===== config.mk =====
export PLATFORM = sky130hd
export DESIGN_NAME = ddfs_phase_gen
export DESIGN_NICKNAME = d
export VERILOG_FILES = /design/src/rtl/ddfs_phase_gen.sv
export SDC_FILE = /design/constraint.sdc
export NUM_CORES = 1
export LEC_CHECK = 0
export ABC_AREA = 1
export CAP_MARGIN = 20
export CORE_ASPECT_RATIO = 2
export CORE_UTILIZATION = 40
export CTS_CLUSTER_DIAMETER = 100
export CTS_CLUSTER_SIZE = 24
export DETAILED_ROUTE_END_ITERATION = 10
export MAX_ROUTING_LAYER = met4
export PLACE_DENSITY_LB_ADDON = 0.12
export SLEW_MARGIN = 15
export SYNTH_ARGS = -nofsm -noshare
export SYNTH_HDL_FRONTEND = slang
export SYNTH_SLANG_ARGS = --single-unit

===== constraint.sdc =====
create_clock -name clk -period 10.42 [get_ports clk]
set_input_delay 2.605 -clock clk [delete_from_list [all_inputs] [get_ports clk]]
set_output_delay 2.605 -clock clk [all_outputs]
set_load 0.1 [all_outputs]

===== src/rtl/ddfs_phase_gen.sv =====
// Phase accumulator and quadrant fold feeding a CORDIC stage with Q4.28 angles.
// Optional feature: define PHASE_OFFSET_EN to add a phase_offset input added to the accumulator.
module ddfs_phase_gen (
   input  logic        clk,
   input  logic        reset_n,
   input  logic        enable,
   input  logic [31:0] ftw_in,
   input  logic        ftw_wr,
`ifdef PHASE_OFFSET_EN
   input  logic [31:0] phase_offset,
`endif
   input  logic        out_ready,
   output logic [31:0] angle_out,
   output logic        neg_out,
   output logic [8:0]  sample_idx,
   output logic        out_valid
);

   // round(pi/8 * 2^30): maps a quarter turn (2^30) onto pi/2 in Q4.28.
   localparam logic signed [63:0] ANGLE_SCALE = 64'sd421657428;

   logic [31:0] acc_q, acc_d;
   logic [31:0] ftw_q, ftw_d;
   logic [31:0] theta_q, theta_d;
   logic        s1_neg_q, s1_neg_d;
   logic        s1_valid_q, s1_valid_d;
   logic [31:0] angle_q, angle_d;
   logic        neg_q, neg_d;
   logic        out_valid_q, out_valid_d;
   logic [8:0]  idx_q, idx_d;

   logic               stall;
   logic [31:0]        phase;
   logic               fold;
   logic signed [63:0] theta_ext;

   // Handshake: a sample transfers on an edge where out_valid=1 and out_ready=1;
   // out_valid never drops and angle_out/neg_out never change while out_ready=0.
   always_comb begin
      stall       = out_valid_q & ~out_ready;
`ifdef PHASE_OFFSET_EN
      phase       = acc_q + phase_offset;
`else
      phase       = acc_q;
`endif
      fold        = phase[31] ^ phase[30];
      theta_ext   = {{32{theta_q[31]}}, theta_q};

      acc_d       = acc_q;
      ftw_d       = ftw_q;
      theta_d     = theta_q;
      s1_neg_d    = s1_neg_q;
      s1_valid_d  = s1_valid_q;
      angle_d     = angle_q;
      neg_d       = neg_q;
      out_valid_d = out_valid_q;
      idx_d       = idx_q;

      if (ftw_wr) begin
         ftw_d = ftw_in;
      end

      if (!stall) begin
         s1_valid_d = enable;
         if (enable) begin
            acc_d    = acc_q + ftw_q;
            // Quadrants 1/2 shift by half a turn (flip bit 31); quadrant 3 is already p - 2^32.
            theta_d  = fold ? {~phase[31], phase[30:0]} : phase;
            s1_neg_d = fold;
         end
         out_valid_d = s1_valid_q;
         angle_d     = 32'((theta_ext * ANGLE_SCALE) >>> 30);
         neg_d       = s1_neg_q;
      end

      if (out_valid_q && out_ready) begin
         idx_d = (idx_q == 9'd359) ? 9'd0 : idx_q + 9'd1;
      end
   end

   always_ff @(posedge clk or negedge reset_n) begin
      if (!reset_n) begin
         acc_q       <= '0;
         ftw_q       <= '0;
         theta_q     <= '0;
         s1_neg_q    <= 1'b0;
         s1_valid_q  <= 1'b0;
         angle_q     <= '0;
         neg_q       <= 1'b0;
         out_valid_q <= 1'b0;
         idx_q       <= '0;
      end else begin
         acc_q       <= acc_d;
         ftw_q       <= ftw_d;
         theta_q     <= theta_d;
         s1_neg_q    <= s1_neg_d;
         s1_valid_q  <= s1_valid_d;
         angle_q     <= angle_d;
         neg_q       <= neg_d;
         out_valid_q <= out_valid_d;
         idx_q       <= idx_d;
      end
   end

   assign angle_out  = angle_q;
   assign neg_out    = neg_q;
   assign sample_idx = idx_q;
   assign out_valid  = out_valid_q;

endmodule


### Yosys cells after proc, flatten, opt, wreduce, memory -nomap -nowiden

Index checks and enable logic that the tools add are counted.

| storage, ports and cells | value |
|---|---|
| bits of input ports | 37 |
| register bits | 141 |
| logic and storage cells | 22 |

| cells by class | value |
|---|---|
| muxes and demuxes | 2 |
| reductions and logical operators | 2 |
| add/subtract/negate cells | 2 |
| $mul | 1 |
| bitwise gates (word level) | 5 |
| equality and inequality tests | 1 |

Operators with widths:

| operator | number |
|---|---|
| 32-bit by 28-bit multiplier with 60-bit output, second input constant | 1 |
| 32-bit adder | 1 |
| 32-bit 2-to-1 mux | 1 |
| 9-bit by 1-bit adder with 9-bit output, second input constant | 1 |
| 9-bit equality test, second input constant | 1 |
| 9-bit 2-to-1 mux | 1 |
| 1-bit NOT | 3 |
| 2-bit AND reduction | 1 |
| 1-bit bitwise AND | 1 |
| 1-bit logical AND | 1 |
| 1-bit XOR | 1 |

### Depth between registers and ports, before layout

| logic depth | value |
|---|---|
| depth in word-level cells | 4 |
| gate-level depth with buffers | 29 |
| gate-level depth less buffers | 29 |

### Worst setup path before layout

OpenSTA, ideal clock, no wires.

| timing | value |
|---|---|
| kind | register -> register |
| start | register theta_q[31] |
| end | register angle_q[25] (netlist: angle_out[25]) |
| data required time | 10.300 ns |
| buffers on the path | 1 |
| arrival | 6.506 ns |
| cell stages (with the launch flop) | 24 |
| setup slack | 3.794 ns |
| cell sequence | dfrtp_1 > clkbuf_1 > inv_1 > fa_1 > inv_1 > fa_1 > inv_1 > fa_1 > inv_1 > ha_1 > fa_1 > fa_1 > fa_1 > ha_1 > nand2_1 > nor2_1 > nand2_1 > nor4_2 > and2_1 > nand2_1 > nand2_1 > nand2_1 > nand3_1 > nand2_1 |

| on the way | value |
|---|---|
| longest elaborated chain between the ends | 1 |

RTL lines:

| item | RTL line | source |
|---|---|---|
| from (decl) | 24 | `logic [31:0] theta_q, theta_d;` |
| from (signal assigned) | 95 | `theta_q <= theta_d;` |
| 32-bit by 28-bit multiplier with 60-bit output | 72 | `angle_d = 32'((theta_ext * ANGLE_SCALE) >>> 30);` |
| to (signal assigned) | 98 | `angle_q <= angle_d;` |
| to (decl) | 27 | `logic [31:0] angle_q, angle_d;` |

Every way passes these cells.
A chain may end at the register's enable or synchronous reset.

### Final worst setup path

| timing | value |
|---|---|
| start | register theta_q[28] |
| end | register angle_q[28] (netlist: angle_out[28]) |

The elaborated chain is that of the path after synthesis.

==> results.md <==
* Setup_tns at 0 ps
* Req. time, crit path at 10800 ps
* Clock sinks at 141
* TritonCTS clock tree: built
* Skew-Pair Late Insertion Delay at 510 ps
* Hold path startpoint: s1_valid_q
* Core ar. at 62800 µm²
* Synth Instances at 3151
* Period utilization at 0.680
* Yosys reg bits at 141
* Top cell type's share of synthesized area at 0.299
* Ys flop type: dfrtp_1
* Reg2reg path depth at 25
* GP Congestion at 1.06
* Final hold slack at 459 ps
* Status: complete, no violations
* Die Ht at 358 µm
* Flop-to-flop setup slack at 3340 ps
* Leading area contributor after synthesis: fa_1
* Global route overflow at 0
* Via-to-Cell Ratio at 4.97
* Routed Antenna Nets at 0
* DRC errors left at 0
* Min cycle time layout at 7080 ps
* Critical R2R Capture: angle_out[28]
* Worst Tran Pin Value at 1060 ps
* Final Hold Vio Count at 0
* Mapped Area at 25400 µm²
* Synth cell types at 41
* Fraction of registers with async set/reset at 1.00
* Final core occ at 0.442
* RSZ-0062 raised after global routing: no
* Arr. time, crit path at 7460 ps
* Clk_skew at 18.7 ps
* CTS H-tree depth at 4
* 1st-iter DRT viols at 800
* Vias in the first global route at 22200
* TritonCTS Buffers at 17
* All-layer global routing usage at 0.288
* Fin nets at 3992
* Syn Nets at 3911
* Pins Over Slew Limit at 0
* DR vias at 20100
* Buffers on Ports at 79
* Reg2reg start: theta_q[28]
* Clock-pin slew on the worst setup and hold paths at 70 ps
* Final HPWL DP at 75.5 mm
* Crit end category: flop
* Resize count post-CTS at 0
* Avg Cell Area, Syn at 8.06 µm²
* Area Growth Syn to Fin at 9.25%
* Initial Util at 0.404
* Std cell rows at 130
* Achievable clock frequency at 141 MHz
* Pre-antenna DRT Iters at 4
* Ports at 80
* Post-CTS Setup Repair Bufs at 0
* Placed Cells at 4005
* Critical path peak fanout at 8
* Most numerous cell in the Yosys netlist: inv_1
* Final setup viols at 0
* Startpoint Class: flop
* CTS root buf: clkbuf_16
* Most frequent cells after synthesis: inv_1, nand2_1, fa_1, ha_1, dfrtp_1
* Fillers at 6421
* Headroom to the max-slew limit at 0.294
* Post-Route WL at 86.4 mm
* Largest net degree at the start of global routing at 73
* YS warnings at 0
* Die area at 64500 µm²
* Critical path class: reg -> reg
* First-pass GRT wire length at 131 mm
* DR WL/cell at 21.4 µm
* Synth area leaders: fa_1, ha_1, dfrtp_1
* Die W at 180 µm
* Antenna diodes at 0
* Seq/Total Area, Yosys at 0.139
* Initial antenna violation count at 0
* Share of cells above drive strength 1 at 0.0336
* CTS Buffer Depth at 2
* EDFF count, synth at 0
* Worst hold stages at 2
* Hold Path Class: reg -> reg
* CTS Hold Bufs at 0
* Hold endpoint: out_valid
* Final cell count without fillers at 4037
* Max Cap Viol at 0
-- layout by cell type (no fill, tap or decap), drive strengths merged, types with 4 or more instances in the layout --
cell type and n:
a21o 15, fa 379, nand2 658, nor3 15, mux2 31, inv 920, nand3b 12, ha 344
o21ai 126, xnor2 31, nor4 4, xor2 32, clkdlybuf4s50 78, buf 9, clkbuf 17, nand3 115
nand4 21, dfrtp 141, a21oi 119, clkinv 6, or2 9, nor2 139, o21bai 13
-- through the flow --
step	cell area (µm²)	worst slack, ps
2_1_floorplan	25400	3790
3_3_place_gp	27100	3430
3_5_place_dp	27100	3410
4_1_cts	27700	3390
5_1_grt	27700	3080
6_report	27700	3340
-- worst max path at each step --
stage                     cells after the start  slack (ps)             to        start
after floorplan                              23        3790  angle_out[25]  theta_q[31]
after global placement                       25        3430  angle_out[28]  theta_q[28]
after detailed placement                     25        3410  angle_out[28]  theta_q[28]
after CTS                                    25        3390  angle_out[28]  theta_q[28]
after global routing                         23        3080  angle_out[28]  theta_q[31]
final                                        25        3340  angle_out[28]  theta_q[28]
-- area by class of cell --
cell class | instances | area (µm²) | area share
multi-input cells | 2073 | 18300 | 0.661
clock buffers | 17 | 425 | 0.0153
clock inverters | 15 | 168 | 0.00604
inverters | 912 | 3420 | 0.123
repair buffers | 87 | 865 | 0.0312
flip-flops and latches | 141 | 3530 | 0.127
well taps | 792 | 991 | 0.0357
-- worst max-delay path: stages (launching register included) --
cell and delay (ps):
dfrtp_1 640, inv_1 420, fa_1 630, inv_1 50, fa_1 490, inv_1 50, fa_1 510, inv_1 40
ha_1 340, fa_1 530, fa_1 500, inv_1 50, fa_1 480, inv_1 50, ha_1 450, nand2_1 110
inv_2 100, nand2_1 90, nor3_2 330, nand2_1 300, nor3_1 210, nand2_1 220, nand3_1 120, nand2_1 60
nand3_1 110, nand2_1 70
-- registers in the layout, indices dropped and copies added, names as in the netlist, 9 cells and up --
register,cells
acc_q,32
ftw_q,32
sample_idx,9
angle_out,32
theta_q,32
-- logic make-up after synthesis --
family,count (synthesis),synth area share
multiplexers,31,0.0137
adder cells (fa/ha/maj),723,0.468
AO/OA/AOI/OAI,279,0.0593
flip-flops,141,0.139
AND/OR/NAND/NOR,977,0.159
buffers and inverters,937,0.139
XOR/XNOR,63,0.0217
-- per-layer routing --
layer  GRT usage  up-vias  part of all wire
li1            -     9602                 -
met1       0.251     9789              0.33
met2       0.577      446              0.58
met3      0.0211      227             0.019
met4       0.201        0             0.076
met5           -        -                 0
Power is left out: the tool's default activity adds up to more than one toggle a clock period on the data nets, which glitch-free logic cannot reach.
